==> config.mk <==
export PLATFORM = sky130hd
export DESIGN_NAME = colour_frame_classifier
export DESIGN_NICKNAME = d
export VERILOG_FILES = /design/src/rtl/colour_frame_classifier.sv
export SDC_FILE = /design/constraint.sdc
export NUM_CORES = 1
export LEC_CHECK = 0
export BUFFER_PORTS_ARGS = -buffer_cell sky130_fd_sc_hd__buf_2
export CAP_MARGIN = 20
export CORE_MARGIN = 2
export CORE_UTILIZATION = 50
export CTS_BUF_LIST = sky130_fd_sc_hd__clkbuf_4
export CTS_CLUSTER_SIZE = 30
export DETAILED_ROUTE_END_ITERATION = 8
export HOLD_SLACK_MARGIN = 0.15
export PLACE_DENSITY = 0.7
export SETUP_SLACK_MARGIN = 0.3
export SLEW_MARGIN = 20
export SYNTH_ARGS = -nofsm -noshare
export SYNTH_HDL_FRONTEND = slang
export SYNTH_SLANG_ARGS = --single-unit
==> constraint.sdc <==
create_clock -name clk -period 8.7 [get_ports clk]
set_input_delay 2.175 -clock clk [delete_from_list [all_inputs] [get_ports clk]]
set_output_delay 2.175 -clock clk [all_outputs]
set_load 0.02 [all_outputs]
==> src/rtl/colour_frame_classifier.sv <==
// Streams packed N-channel pixels, flags per-channel colour matches, counts them per frame,
// then scans the frame snapshot for the dominant channel and publishes it once stable.
module colour_frame_classifier #(
  parameter int CHANNELS    = 3,
  parameter int COMP_BITS   = 4,
  parameter int COUNT_WIDTH = 17,
  parameter int QUAL_FRAMES = 2
) (
  input  logic                            clk,
  input  logic                            reset,
  input  logic                            pix_valid,
  input  logic [CHANNELS*COMP_BITS-1:0]   pix_data,
  input  logic                            sop,
  input  logic                            eop,
  input  logic [COMP_BITS-1:0]            thresh_hi,
  input  logic [COMP_BITS-1:0]            margin,
  input  logic [COUNT_WIDTH-1:0]          count_threshold,
  output logic [CHANNELS-1:0]             pix_mask,
  output logic [CHANNELS*COUNT_WIDTH-1:0] frame_counts,
  output logic                            counts_valid,
  output logic [CHANNELS-1:0]             count_sat,
  output logic [$clog2(CHANNELS+1)-1:0]   dominant,
  output logic                            dominant_change,
  output logic                            frame_dropped
);
  localparam int DW = $clog2(CHANNELS + 1);
  localparam int IW = (CHANNELS > 1) ? $clog2(CHANNELS) : 1;
  localparam int QF = (QUAL_FRAMES < 1) ? 1 : QUAL_FRAMES;
  localparam int SW = $clog2(QF + 1);
  localparam logic [DW-1:0] NONE = DW'(CHANNELS);
  localparam logic [SW-1:0] QMAX = SW'(QF);
  localparam logic [IW-1:0] LAST = IW'(CHANNELS - 1);

  typedef enum logic {IDLE, ACCUM} state_t;

  // Returns {overflow, next}; the counter sticks at all-ones instead of wrapping.
  function automatic logic [COUNT_WIDTH:0] sat_inc(input logic [COUNT_WIDTH-1:0] v,
                                                   input logic inc);
    if (inc && (&v)) return {1'b1, v};
    return {1'b0, v + COUNT_WIDTH'(inc)};
  endfunction

  logic [COMP_BITS-1:0]   comp [CHANNELS];
  logic [CHANNELS-1:0]    match;
  logic [COUNT_WIDTH-1:0] acc_q [CHANNELS];
  logic [COUNT_WIDTH-1:0] acc_d [CHANNELS];
  logic [COUNT_WIDTH-1:0] cnt_q [CHANNELS];
  logic [CHANNELS-1:0]    sat_q, sat_d, snap_sat_q, mask_q;
  logic [COUNT_WIDTH:0]   inc_r;
  state_t                 state_q;
  logic                   cv_q, fd_q, dchg_q;
  logic                   px_sop, px_eop, live, snap, drop;

  logic                   busy_q;
  logic [IW-1:0]          idx_q;
  logic [DW-1:0]          best_idx_q, cand_d, pending_q, pend_d, dom_q;
  logic [COUNT_WIDTH-1:0] best_cnt_q, cand_cnt_d;
  logic [SW-1:0]          streak_q, streak_d;

  for (genvar g = 0; g < CHANNELS; g++) begin : g_chan
    assign comp[g] = pix_data[(CHANNELS-g)*COMP_BITS-1 -: COMP_BITS];
    assign frame_counts[(CHANNELS-g)*COUNT_WIDTH-1 -: COUNT_WIDTH] = cnt_q[g];
  end

  // Channel c sits at bit CHANNELS-1-c of every per-channel vector (channel 0 in the MSB).
  always_comb begin
    match = '0;
    for (int c = 0; c < CHANNELS; c++) begin
      match[CHANNELS-1-c] = (comp[c] >= thresh_hi);
      for (int k = 0; k < CHANNELS; k++) begin
        if ((k != c) && ({1'b0, comp[c]} < ({1'b0, comp[k]} + {1'b0, margin})))
          match[CHANNELS-1-c] = 1'b0;
      end
    end
  end

  always_comb begin
    acc_d = acc_q;
    sat_d = sat_q;
    inc_r = '0;
    for (int c = 0; c < CHANNELS; c++) begin
      if (sop) begin
        acc_d[c]            = COUNT_WIDTH'(match[CHANNELS-1-c]);
        sat_d[CHANNELS-1-c] = 1'b0;
      end else begin
        inc_r               = sat_inc(acc_q[c], match[CHANNELS-1-c]);
        acc_d[c]            = inc_r[COUNT_WIDTH-1:0];
        sat_d[CHANNELS-1-c] = sat_q[CHANNELS-1-c] | inc_r[COUNT_WIDTH];
      end
    end
  end

  assign px_sop = pix_valid & sop;
  assign px_eop = pix_valid & eop;
  assign live   = px_sop | (pix_valid & (state_q == ACCUM));
  assign snap   = px_eop & live & ~busy_q;
  assign drop   = px_eop & (~live | busy_q);

  always_ff @(posedge clk or posedge reset) begin
    if (reset) begin
      state_q    <= IDLE;
      mask_q     <= '0;
      sat_q      <= '0;
      snap_sat_q <= '0;
      cv_q       <= 1'b0;
      fd_q       <= 1'b0;
      for (int c = 0; c < CHANNELS; c++) begin
        acc_q[c] <= '0;
        cnt_q[c] <= '0;
      end
    end else begin
      cv_q <= snap;
      fd_q <= drop;
      if (pix_valid) mask_q <= match;
      if (live) begin
        acc_q <= acc_d;
        sat_q <= sat_d;
      end
      if (px_sop) state_q <= ACCUM;
      if (px_eop) state_q <= IDLE;
      if (snap) begin
        cnt_q      <= acc_d;
        snap_sat_q <= sat_d;
      end
    end
  end

  // Scan step: fold one snapshot channel per cycle into the running best; qualify on the last.
  always_comb begin
    cand_d     = best_idx_q;
    cand_cnt_d = best_cnt_q;
    if ((cnt_q[idx_q] >= count_threshold) &&
        ((best_idx_q == NONE) || (cnt_q[idx_q] > best_cnt_q))) begin
      cand_d     = DW'(idx_q);
      cand_cnt_d = cnt_q[idx_q];
    end
    if (cand_d == pending_q) begin
      pend_d   = pending_q;
      streak_d = (streak_q == QMAX) ? QMAX : streak_q + 1'b1;
    end else begin
      pend_d   = cand_d;
      streak_d = SW'(1);
    end
  end

  always_ff @(posedge clk or posedge reset) begin
    if (reset) begin
      busy_q     <= 1'b0;
      idx_q      <= '0;
      best_idx_q <= NONE;
      best_cnt_q <= '0;
      pending_q  <= NONE;
      streak_q   <= '0;
      dom_q      <= NONE;
      dchg_q     <= 1'b0;
    end else begin
      dchg_q <= 1'b0;
      if (snap) begin
        busy_q     <= 1'b1;
        idx_q      <= '0;
        best_idx_q <= NONE;
        best_cnt_q <= '0;
      end else if (busy_q) begin
        best_idx_q <= cand_d;
        best_cnt_q <= cand_cnt_d;
        if (idx_q == LAST) begin
          busy_q    <= 1'b0;
          pending_q <= pend_d;
          streak_q  <= streak_d;
          if ((streak_d == QMAX) && (pend_d != dom_q)) begin
            dom_q  <= pend_d;
            dchg_q <= 1'b1;
          end
        end else begin
          idx_q <= idx_q + 1'b1;
        end
      end
    end
  end

  assign pix_mask        = mask_q;
  assign counts_valid    = cv_q;
  assign count_sat       = snap_sat_q;
  assign dominant        = dom_q;
  assign dominant_change = dchg_q;
  assign frame_dropped   = fd_q;
endmodule

; ---- After elaboration in Yosys (flattened, before gate mapping)
; Index checks and enable logic that the tools add are counted.
[totals]
register_bits = 143
input_bits = 42
output_inout_bits = 62
wordCells = 129
[op_classes]
n_addsub = 8
n_lt_le_gt_ge = 12
eq_ne = 7
n_mux = 51
n_bitwise = 15
reduce_logical = 16
[ops]
columns = operator, count
row1 = 2-to-1 mux 18 bit, 9
row2 = 2-to-1 mux 17 bit, 8
row3 = adder 17 x 1 -> 17 bit, 3
row4 = AND reduction 17 bit, 3
row5 = binary-select mux 17 bit (select 2 bit), 1
row6 = < comparator 4 x 5 -> 1 bit, 6
row7 = 2-to-1 mux 1 bit, 24
row8 = 2-to-1 mux 2 bit, 9
row9 = >= comparator 17 bit, 1
row10 = > comparator 17 bit, 1
row11 = adder 4 x 4 -> 5 bit, 3
row12 = >= comparator 4 bit, 3
row13 = == test 2 bit (second input constant), 4
row14 = bitwise AND 1 bit, 6
row15 = nonzero test 2 bit, 3
row16 = logical AND 1 bit, 5
row17 = bitwise OR 1 bit, 5
row18 = adder 2 x 1 -> 2 bit (second input constant), 2
row19 = AND reduction 2 bit, 2
row20 = AND reduction 4 bit, 1
row21 = >= comparator 3 bit (second input constant), 1
row22 = NOT 1 bit, 3
row23 = NOT 2 -> 3 bit, 1
row24 = AND reduction 3 bit, 1
row25 = other kinds (4), 4

; ---- Depth between registers and ports, before layout
[depth]
word_depth = 16
mapped_depth = 18
ltp_nobuf = 16

; ---- Least setup slack after synthesis
; No wires, ideal clock.
[synth_timing]
path_kind = input port to flip-flop
start = input port pix_data[0]
end = register acc_q[26] (netlist bit)
setup_time_ns = 0.121
arrival_ns = 5.309
required_time_ns = 8.579
slack_ns = 3.270
stages = 15
path_buffers = 0
cell_sequence = ha_1 fa_1 inv_1 ha_1 a21o_1 a21o_1 a21oi_1 nor4_2 ha_1 nand2_1 or2_2 a21oi_2 and4_1 o21ai_1 a22o_1
[synth_via]
elab_chain_cells = 9
elab_cells_between_ends = 10
[synth_rtl]
columns = item, line
row1 = start: declaration, 12  ; input logic [CHANNELS*COMP_BITS-1:0] pix_data,
row2 = adder 4 x 4 -> 5 bit *, n/a
row3 = < comparator 4 x 5 -> 1 bit *, 71  ; if ((k != c) && ({1'b0, comp[c]} < ({1'b0, comp[k]} + {1'b0, margin})))
row4 = 2-to-1 mux 1 bit *, 71
row5 = named net match[1], 44  ; logic [CHANNELS-1:0] match;
row6 = "parallel branches: the longest is 3 deep, another holds adder 17 x 1 -> 17 bit", n/a
row7 = 2-to-1 mux 18 bit *, 40  ; return {1'b0, v + COUNT_WIDTH'(inc)};
row8 = 2-to-1 mux 18 bit *, 82  ; if (sop) begin
row9 = 2-to-1 mux 17 bit *, 82
row10 = end signal: indexed assignment, 108  ; acc_q[c] <= '0;
row11 = end signal: assignment, 116  ; acc_q <= acc_d;
row12 = end: declaration, 45  ; logic [COUNT_WIDTH-1:0] acc_q [CHANNELS];
; Mark *: on every way through the listed nets, which the timed path passes. The select of a mux whose other input is x is not followed.
; A chain may end at the register's enable or synchronous reset.

; ---- Worst setup path after layout
[layout_timing]
start = input port pix_data[0]
end = register acc_q[29] (netlist bit)
; The elaborated chain is that of the path after synthesis.

==> results.cfg <==
[clock_network]
cts_sinks = 143
htreeDepth = 4
clk_pin_slew_ns = 0.12
cts_resized = 0
cts_made_buffers = 17
cts_root_buffer = clkbuf_4
post_cts_buffers = 0
cts_buffer_depth = 2
clk-insertion-delay-late_ns = 0.58
hold_buffers = 0
cts_tree = built

[worst_setup_path]
worstSetupPathType = input port to register
critPathMostFrequentCell = ha_1
required_ns = 9.16
slowest_stage = a211oi_2
critical_path_arrival_ns = 5.84
worstPathCellList = buf_2, ha_1, fa_1, inv_1, ha_1, a21o_1, a21o_1, a21oi_1, nor4_2, buf_4, ha_1, ha_1, inv_1, a211oi_2, nand3_1, o31ai_1
start_kind = input port
critPathMaxStageDelay_ns = 0.66
endpoint_kind = register
cp_max_fo = 11

[floorplanning]
die-area_mm2 = 0.0196
pin_count = 104
die_x_um = 140
core_mm2 = 0.0180
rows = 49
start_util = 0.513
die_y_um = 140

[timing]
finClkSkew_ns = 0.0150
finalMaxSlewViolations = 0
rsz0062_at_grt = false
fmax_mhz = 186
hold_violations = 0
fin_setup_tns_ns = 0
post-route-period-util = 0.618
slew_headroom = 0.268
finalCriticalPeriod_ns = 5.38
setup_violations = 0
worst_pin_slew_ns = 1.10

[synth]
avgSynthCellArea_um2 = 9.02
ys_seq_area_frac = 0.388
synthesis.nets = 1154
synth_edf_count = 0
syn_inst = 1025
ys_warn_count = 0
synth_common_cells = nand2_1, dfrtp_1, o21ai_0
synth_seq_cells = 143
synth_top_cells_by_area = dfrtp_1, ha_1, nand2_1, o21ai_0, mux2i_1
ys.flop_type = dfrtp_1
synth_cell_types = 65
yosys.area.top_type = dfrtp_1
synth_top_area_frac = 0.371
synth-async-reset-ratio = 1.00
yosysMostFrequentCell = nand2_1
synth_area_mm2 = 0.00925

[run_status]
status = finished, final reports clean

[routing]
routed_wl_um = 23300
initialDrtViolationCount = 551
wl_per_cell_um = 17.3
viasPerCell = 5.67
dr.pass1.iters = 6
vias = 7659
route.detailed.drc = 0
ant_nets = 0

[global_route]
gr-usage-all-layers = 0.246
grt-ovfl-total = 0
globalRouteMet3Util = 0.0475
top_usage_layer = met2
grtUsageMet1 = 0.335
grt_pass1_vias = 7334
grt_max_degree = 90
grt_use_met2 = 0.392
grt_pass1_wl_um = 38400
grt_antenna_before_repair = 1

[final_layout]
fin_util = 0.569
multi_input_area_mm2 = 0.00526
final_nets = 1237
seqCellArea_mm2 = 0.00359
syn_to_final_growth_pct = 11.0
final_area_mm2 = 0.0103
drive_above_1_share = 0.171
num-fill-cells = 1619

[power_and_ir_drop]
powerDensity_mw_per_mm2 = 178
leakage_nw = 4.96
peakVddDrop_uv = 95.9

[placement]
dp_hpwl_um = 16800
placed_area_mm2 = 0.00995
gp_congestion = 0.877
io_buffers = 103

[worst_hold_path]
hold_path.class = register to register

[job]
maxCapViolCount = 0
[metrics by stage]
| stage | instances | total power, W | worst slack, ns | hold slack (ns) |
|---|---|---|---|---|
| 6_report | 1351 | 0.00183 | 3.32 | 0.485 |
| 5_1_grt | 1351 | 0.00194 | 3.06 | 0.533 |
| 4_1_cts | 1349 | 0.00184 | 3.40 | 0.489 |
| 3_5_place_dp | 1318 | 0.00137 | 2.76 | 0.461 |
| 3_3_place_gp | 1318 | 0.00136 | 2.85 | 0.458 |
| 2_1_floorplan | 1025 | 0.00121 | 2.70 | 0.466 |
[layout make-up]
cell class	instances	share of cell area
Multi-Input combinational cell	773	0.513
Antenna cell	2	0.000488
Clock inverter	13	0.0167
Clock buffer	18	0.0132
Timing Repair Buffer	112	0.0568
Tap cell	229	0.0279
Sequential cell	143	0.349
Inverter	61	0.0228
[logic make-up after synthesis]
group	after synthesis	share of synthesized area
fa+ha+maj	87	0.120
simple gates	320	0.164
compound gates	276	0.187
flops	143	0.388
buf+inv	109	0.0460
mux	36	0.0407
xor+xnor	54	0.0540
[flip-flops by register name, indices dropped and copies added, names as in the netlist]
name / flops
best_cnt_q: 17
counts_valid: 1
sat_q: 3
acc_q: 51
count_sat: 3
streak_q: 2
busy_q: 1
best_idx_q: 2
dominant: 2
frame_dropped: 1
dominant_change: 1
pix_mask: 3
pending_q: 2
state_q: 1
idx_q: 2
frame_counts: 51
[critical path, delay by kind of cell]
kind / cells / cell delay, ns
buf+inv: 4 / 0.50
simple gates: 2 / 0.46
compound gates: 5 / 1.24
fa+ha+maj: 5 / 1.43
[path summary, 6_finish.rpt]
kind | start | endpoint | slack (ns) | cells after the start
max reg2reg | idx_q[0]$_DFFE_PP0P_ | best_cnt_q[0]$_DFFE_PP0P_ | 3.90 | 15
max | pix_data[0] | acc_q[29]$_DFFE_PP0N_ | 3.32 | 16
min in group asynchronous | reset | counts_valid$_DFF_PP0_ | 1.68 | 2
min reg2reg | count_sat[2]$_DFFE_PP0P_ | count_sat[2]$_DFFE_PP0P_ | 0.49 | 2
max in group asynchronous | reset | acc_q[18]$_DFFE_PP0N_ | 5.62 | 3
min | count_sat[2]$_DFFE_PP0P_ | count_sat[2]$_DFFE_PP0P_ | 0.49 | 2
[power breakdown]
group / switching (W) / leakage (nW) / internal (W)
sequential: 0.0000678 / 1.94 / 0.000726
clock: 0.000244 / 0.163 / 0.000226
combinational: 0.000346 / 2.86 / 0.000222
total: 0.000658 / 4.96 / 0.00117
[metal layers]
metal,part of all wire,wire length (µm)
met4,0.029,673
met2,0.46,10800
met5,0,0
met1,0.46,10700
met3,0.047,1100
[placed cells by master, fill, tap and decap left out, drive strengths merged, types with 3 or more instances in the layout]
| cell type | netlist | routed |
|---|---|---|
| a31oi | 12 | 12 |
| xor2 | 24 | 24 |
| dfrtp | 137 | 137 |
| nand4 | 8 | 8 |
| nand3 | 49 | 49 |
| bufinv | 0 | 4 |
| nand2 | 160 | 160 |
| nand2b | 11 | 11 |
| o31ai | 28 | 28 |
| inv | 61 | 61 |
| buf | 10 | 112 |
| o21a | 4 | 4 |
| nor4 | 4 | 4 |
| nor3 | 10 | 10 |
| clkbuf | 38 | 18 |
| and4 | 6 | 6 |
| clkinv | 0 | 7 |
| mux2 | 7 | 7 |
| a22o | 6 | 6 |
| xnor2 | 30 | 30 |
| fa | 3 | 3 |
| dfstp | 6 | 6 |
| and2 | 6 | 6 |
| a21oi | 55 | 55 |
| o21ai | 117 | 117 |
| o22ai | 5 | 5 |
| ha | 84 | 84 |
| a21o | 30 | 30 |
| and3 | 10 | 10 |
| mux2i | 29 | 29 |
| nor2 | 49 | 49 |
| a211oi | 9 | 9 |
No activity file was read; power rests on OpenSTA's default activity.
